### config.mk
export PLATFORM = sky130hd
export DESIGN_NAME = scc_ocm_sound
export DESIGN_NICKNAME = d
export VERILOG_FILES = /design/src/rtl/scc_ocm_sound.sv
export SDC_FILE = /design/constraint.sdc
export NUM_CORES = 2
export LEC_CHECK = 0
export BUFFER_PORTS_ARGS = -buffer_cell sky130_fd_sc_hd__buf_2
export CORE_UTILIZATION = 25
export CTS_CLUSTER_DIAMETER = 60
export DETAILED_ROUTE_END_ITERATION = 6
export PLACE_DENSITY = 0.38
export SYNTH_ARGS = -nofsm -noshare
export SYNTH_HDL_FRONTEND = slang
export SYNTH_SLANG_ARGS = --single-unit
### constraint.sdc
create_clock -name clk21m -period 38.6 [get_ports clk21m]
set_clock_uncertainty 0.15 [all_clocks]
set_input_delay 3.86 -clock clk21m [delete_from_list [all_inputs] [get_ports clk21m]]
set_output_delay 3.86 -clock clk21m [all_outputs]
set_load 0.01 [all_outputs]
### src/rtl/scc_ocm_sound.sv
// scc_ocm_sound: Konami SCC-compatible megarom mapper plus 5-channel wavetable synth on the OCM slot bus.
// Build option: define SCC_FREQ_RESET_EN so frequency writes restart that channel's counter and wave pointer.
module scc_ocm_sound (
   input  logic        clk21m,
   input  logic        reset,
   input  logic        req,
   output logic        ack,
   input  logic        wrt,
   input  logic [15:0] adr,
   output logic [7:0]  dbi,
   input  logic [7:0]  dbo,
   output logic        ramreq,
   output logic        ramwrt,
   output logic [20:0] ramadr,
   input  logic [7:0]  ramdbi,
   output logic [7:0]  ramdbo,
   output logic [14:0] wavl
);

   // Bus protocol: req is captured at edge k, decoded and answered at edge k+1 (ack or ramreq);
   // a RAM read samples ramdbi and acks at edge k+2, and req is dropped while that read is in flight.
   logic        r_req_q;
   logic        r_wrt_q;
   logic [15:0] r_adr_q;
   logic [7:0]  r_dbo_q;
   logic        r_rd_pend;
   logic        r_ack;
   logic [7:0]  r_dbi;
   logic        r_ramreq;
   logic        r_ramwrt;
   logic [20:0] r_ramadr;
   logic [7:0]  r_ramdbo;
   logic [7:0]  r_bank [0:3];

   logic [7:0]  r_wave [0:127];
   logic [11:0] r_freq [0:4];
   logic [3:0]  r_vol  [0:4];
   logic [4:0]  r_en;
   logic [11:0] r_cnt  [0:4];
   logic [4:0]  r_ptr  [0:4];
   logic [2:0]  r_div;
   logic [14:0] r_wavl;

   logic        w_page_hit;
   logic [1:0]  w_page;
   logic        w_bank_wr;
   logic        w_scc_sel;
   logic        w_ram_acc;
   logic        w_busy;
   logic        w_scc_wr;
   logic [7:0]  w_scc_rdata;
   logic        w_ce;
   logic [7:0]  w_smp  [0:4];
   logic [12:0] w_term [0:4];
   logic [14:0] w_sum;

   assign w_page_hit  = (r_adr_q[15:13] >= 3'd2) && (r_adr_q[15:13] <= 3'd5);
   assign w_page      = 2'(r_adr_q[15:13] - 3'd2);
   assign w_bank_wr   = r_wrt_q && (r_adr_q[12:11] == 2'b10);
   assign w_scc_sel   = (r_adr_q[15:11] == 5'b10011) && (r_bank[2][5:0] == 6'h3F);
   assign w_ram_acc   = w_page_hit && !w_bank_wr && !w_scc_sel;
   assign w_busy      = r_rd_pend || (r_req_q && w_ram_acc && !r_wrt_q);
   assign w_scc_wr    = r_req_q && w_page_hit && w_scc_sel && r_wrt_q;
   assign w_scc_rdata = r_adr_q[7] ? 8'hFF : r_wave[r_adr_q[6:0]];
   assign w_ce        = (r_div == 3'd5);

   always_ff @(posedge clk21m or posedge reset) begin
      if (reset) begin
         r_req_q   <= 1'b0;
         r_wrt_q   <= 1'b0;
         r_adr_q   <= '0;
         r_dbo_q   <= '0;
         r_rd_pend <= 1'b0;
         r_ack     <= 1'b0;
         r_dbi     <= '0;
         r_ramreq  <= 1'b0;
         r_ramwrt  <= 1'b0;
         r_ramadr  <= '0;
         r_ramdbo  <= '0;
         for (int p = 0; p < 4; p++) r_bank[p] <= 8'(p);
      end else begin
         r_req_q <= req && !w_busy;
         if (req && !w_busy) begin
            r_wrt_q <= wrt;
            r_adr_q <= adr;
            r_dbo_q <= dbo;
         end
         r_ack     <= 1'b0;
         r_ramreq  <= 1'b0;
         r_rd_pend <= 1'b0;
         if (r_rd_pend) begin
            r_dbi <= ramdbi;
            r_ack <= 1'b1;
         end
         if (r_req_q) begin
            if (w_ram_acc) begin
               r_ramreq <= 1'b1;
               r_ramwrt <= r_wrt_q;
               r_ramadr <= {r_bank[w_page], r_adr_q[12:0]};
               r_ramdbo <= r_dbo_q;
               if (r_wrt_q) r_ack <= 1'b1;
               else         r_rd_pend <= 1'b1;
            end else begin
               // Out-of-range pages, bank writes and SCC accesses all complete in one cycle.
               r_ack <= 1'b1;
               if (w_page_hit && w_bank_wr) r_bank[w_page] <= r_dbo_q;
               if (w_page_hit && w_scc_sel && !r_wrt_q) r_dbi <= w_scc_rdata;
            end
         end
      end
   end

   always_ff @(posedge clk21m or posedge reset) begin
      if (reset) begin
         r_div  <= '0;
         r_wavl <= '0;
         r_en   <= '0;
         for (int i = 0; i < 128; i++) r_wave[i] <= '0;
         for (int c = 0; c < 5; c++) begin
            r_freq[c] <= '0;
            r_vol[c]  <= '0;
            r_cnt[c]  <= '0;
            r_ptr[c]  <= '0;
         end
      end else begin
         r_div <= w_ce ? 3'd0 : r_div + 3'd1;
         if (w_ce) begin
            r_wavl <= w_sum;
            for (int c = 0; c < 5; c++) begin
               if (r_freq[c] >= 12'd9) begin
                  if (r_cnt[c] <= 12'd1) begin
                     r_cnt[c] <= r_freq[c];
                     r_ptr[c] <= r_ptr[c] + 5'd1;
                  end else begin
                     r_cnt[c] <= r_cnt[c] - 12'd1;
                  end
               end
            end
         end
         if (w_scc_wr) begin
            if (!r_adr_q[7]) begin
               r_wave[r_adr_q[6:0]] <= r_dbo_q;
            end else if (r_adr_q[7:5] == 3'b100) begin
               for (int c = 0; c < 5; c++) begin
                  if (r_adr_q[3:0] == 4'(2 * c)) begin
                     r_freq[c][7:0] <= r_dbo_q;
`ifdef SCC_FREQ_RESET_EN
                     r_cnt[c] <= {r_freq[c][11:8], r_dbo_q};
                     r_ptr[c] <= '0;
`endif
                  end
                  if (r_adr_q[3:0] == 4'(2 * c + 1)) begin
                     r_freq[c][11:8] <= r_dbo_q[3:0];
`ifdef SCC_FREQ_RESET_EN
                     r_cnt[c] <= {r_dbo_q[3:0], r_freq[c][7:0]};
                     r_ptr[c] <= '0;
`endif
                  end
                  if (r_adr_q[3:0] == 4'(10 + c)) r_vol[c] <= r_dbo_q[3:0];
               end
               if (r_adr_q[3:0] == 4'hF) r_en <= r_dbo_q[4:0];
            end
         end
      end
   end

   // Channels 4 and 5 both play wave table 3.
   always_comb begin
      w_sum = '0;
      for (int c = 0; c < 5; c++) begin
         w_smp[c]  = r_wave[{(c > 3) ? 2'd3 : 2'(c), r_ptr[c]}];
         w_term[c] = $signed({{5{w_smp[c][7]}}, w_smp[c]}) * $signed({9'd0, r_vol[c]});
         if (!r_en[c]) w_term[c] = '0;
         w_sum = w_sum + {{2{w_term[c][12]}}, w_term[c]};
      end
   end

   assign ack    = r_ack;
   assign dbi    = r_dbi;
   assign ramreq = r_ramreq;
   assign ramwrt = r_ramwrt;
   assign ramadr = r_ramadr;
   assign ramdbo = r_ramdbo;
   assign wavl   = r_wavl;

endmodule

==> impl_results.md <==
- Status: complete, no violations
- Final slew viol count: 0
- CTS Sinks: 1,311
- Synth-to-Final Area Change: 14.68%
- Reg power frac: 38.9%
- Detailed Place HPWL: 171,400 um
- Routed vias: 47,290
- Gates resized, CTS repair: 0
- Via density: 4.892
- Std-Cell Rows: 203
- Worst-Margin Slew: 1.205 ns
- Gr ovfl total: 0
- Routed wire per std cell: 26.99 um
- Multi-input logic area: 41,680 sq um
- Syn Inst Count: 5,386
- Min-Delay Path Class: reg2reg
- CTS tree: built
- Clock power share: 42.2%
- Clk pin slew, worst setup/hold paths: 0.06 ns
- Leak pwr: 39.05 nW
- Share of async-settable or async-resettable flops after synthesis: 100.0%
- Combinational Power Share: 18.9%
- RSZ-0062 raised after global routing: false
- Post-Synth Simple-Gate Area: 5.189%
- Setup crit end kind: flop
- Layout cell share with drive strength beyond 1: 39.37%
- Setup Buffers After CTS: 0
- Root buf cell: clkbuf_16
- Share of the synthesized area in the top cell type: 42.54%
- Antenna violations before repair: 26
- Xor and xnor area share after synthesis: 0.9471%
- Crit-path leading delay family: adder cells
- Largest family of logic cells by synthesized area: multiplexers
- Global-route wire length before repair: 382,600 um
- Syn Nets: 5,697
- Synth Flop Type: dfrtp_1
- Boundary pin count: 91
- Crit-path max cell delay: 0.97 ns
- Core area: 305,800 sq um
- Classification of the worst setup path: reg2reg
- Die width: 556.6 um
- PD cells: 45.64 nW/um^2
- Number of port buffers: 90
- Residual DRC: 0
- Antenna-violating nets left: 0
- Switching power: 1.349 mW
- TritonCTS Buffers: 178
- Pwr Total: 4.025 mW
- Worst path bufs/invs: 5
- Nets@finish: 5,728
- Critical Path Fanout Max: 36
- Hold WS: 0.3259 ns
- Max Root-Sink Buffers: 4
- Pre-antenna DRT Iters: 7
- Slowest cell on crit path: dfrtp_4
- Drt total wl: 260,900 um
- Total GRT Usage: 16.96%
- Setup TNS Final: 0 ns
- Internal power: 2.676 mW
- Mux contribution to synthesized area: 39.79%
- DIE AREA: 309,800 sq um
- Ys Warns: 0
- Maximum clock frequency: 100.9 MHz
- Post-synth EDFFs: 0
- Synth Area in Adders: 5.695%
- Compound-cell area share of the yosys netlist: 2.521%
- Fin crit period: 9.913 ns
- GPL Wtd Cong: 0.7906
- Cell variety after synth: 64
- Yosys reg bits: 1,311
- Slew headroom: 19.70%
- Leading cell types by total area after synthesis: dfrtp_1, mux4_2, mux2_2, mux2_1, fa_1
- Syn Area/Cell: 14.28 sq um
- Die Ht: 556.6 um
- Setup crit start kind: flop
- Fillers: 30,890
- Most frequent CP cell: fa_1
- Vias in the first global route: 49,960
- Setup-failing EPs final: 0
- Seq/Total Area, Yosys: 42.67%
- Yosys top cell by area: dfrtp_1
- CTS Hold Bufs: 0
- Clock latency at the later pin of the worst-skew pair: 0.85 ns
- Final Hold Fails: 0
- Worst EP required: 39.22 ns
- Switching share of power: 33.51%
- Initial Utilization: 25.14%
- Syn Std Cell Area: 76,890 sq um
- CP arrival: 10.54 ns
- Final period util: 25.68%
- CTS H-Tree Depth: 4
- Register Area: 32,900 sq um
- Largest net degree at the start of global routing: 155
- VDD IR-drop max: 0.05128 mV
- DR iter-0 viols: 2,839
- Max Cap Violations: 0
-- kinds of logic (layout without fill, tap and decap cells) --
logic type                 after synthesis  after routing
AOI/OAI and AO/OA                      334            334
xor gates and xnor gates                80             80
adders and majority gates              275            275
buffers and inverters                  624            793
DFF                                   1311           1311
muxes                                 1982           1982
other                                    0             11
and+or+nand+nor                        780            780
-- cell type report --
| type | count | share of cell area [%] |
|---|---|---|
| Clock inverter | 72 | 0.9379 |
| Antenna cell | 11 | 0.03122 |
| Multi-Input combinational cell | 3451 | 47.27 |
| Inverter | 267 | 1.141 |
| Sequential cell | 1311 | 37.31 |
| Timing Repair Buffer | 208 | 1.629 |
| Clock buffer | 246 | 5.866 |
| Tap cell | 4100 | 5.818 |
-- worst paths after layout --
path | start | endpoint | slack, ns | cells after the start
min in group asynchronous | reset | r_wave[1001] | 2.87 | 2
max in group asynchronous | reset | r_wave[182] | 32.04 | 6
worst max-delay path | r_ptr[10] | wavl[14] | 28.69 | 29
worst max register to register | r_ptr[10] | wavl[14] | 28.69 | 29
worst min-delay path | ramadr[20] | ramadr[20] | 0.33 | 1
worst min register to register | ramadr[20] | ramadr[20] | 0.33 | 1
-- worst reg2reg max path, delay by kind of cell (launching register included) --
family	cells	cell delay, ns
compound gates	9	1.68
xor+xnor	1	0.36
fa+ha+maj	8	3.38
buf+inv	5	0.98
flops	1	0.97
mux	4	2.05
simple gates	2	0.23
-- cells in the final DEF, fill, tap and decap left out, types with 24 or more instances in the layout --
master / Yosys / layout
a21oi_1: 113 / 113
and2_1: 35 / 35
buf_2: 56 / 90
buf_4: 3 / 110
clkbuf_1: 257 / 24
clkbuf_16: 0 / 180
clkbuf_8: 0 / 42
clkinv_2: 0 / 31
dfrtp_1: 1307 / 1282
fa_1: 125 / 125
ha_1: 150 / 150
inv_1: 266 / 265
mux2_1: 375 / 375
mux2_2: 813 / 813
mux2i_1: 53 / 53
mux4_2: 741 / 741
nand2_1: 215 / 209
nand2b_1: 39 / 39
nand3_1: 47 / 46
nor2_1: 136 / 133
nor2_2: 68 / 71
nor2b_1: 128 / 127
nor3_1: 31 / 29
o21ai_0: 88 / 88
o21ai_1: 29 / 29
xnor2_1: 54 / 54
xor2_1: 24 / 24
-- metrics by stage --
stage          instance area (sq um)  std cells  setup slack, ns  utilization (%)
6_report                       88180       9666            28.69            28.83
5_1_grt                        88170       9661            27.97            28.83
4_1_cts                        88150       9655            28.62            28.83
3_5_place_dp                   82150       9337            28.62            26.86
3_3_place_gp                   82150       9337            28.63            26.86
2_1_floorplan                  76890       5386            16.46                -
-- flip-flops by register name, indices dropped and copies added, names as in the netlist, 15 cells and up --
signal and cells:
r_bank 32, r_freq 60, r_wave 1024, ramadr 21
r_ptr 25, r_cnt 60, wavl 15, r_adr_q 16
r_vol 20
-- synthesized netlist by cell type (10+ instances only) --
master    instances
nand4_1          15
nor4_1           20
fa_1            125
nor2b_1         128
inv_1           266
clkbuf_1        257
xor2_1           24
dfrtp_1        1307
a21o_1           14
nor2_2           68
nand3_1          47
nand2b_1         39
o21ai_1          29
nor3_1           31
o21ai_0          88
buf_2            56
buf_1            38
nand2_1         215
mux2i_1          53
a21oi_1         113
ha_1            150
mux2_1          375
o31ai_1          21
nand3b_1         10
mux4_2          741
nor2_1          136
mux2_2          813
a31oi_1          10
and2_1           35
xnor2_1          54
-- metal layers --
layer,global-route usage (%),vias up,routed length [um]
met5,0,-,0
met4,4.008,0,5807
met3,2.378,285,11180
met2,27.28,1010,123200
met1,23.97,25710,120700
li1,-,20280,-
-- power groups by stage --
stage / logic (mW) / clock network (mW) / registers, mW
2_1_floorplan: 0.518 / 0 / 1.48
3_3_place_gp: 0.790 / 0 / 1.60
3_5_place_dp: 0.790 / 0 / 1.60
4_1_cts: 0.792 / 1.76 / 1.57
5_1_grt: 0.820 / 1.81 / 1.58
6_report: 0.762 / 1.70 / 1.57
No activity file was read; power rests on OpenSTA's default activity.
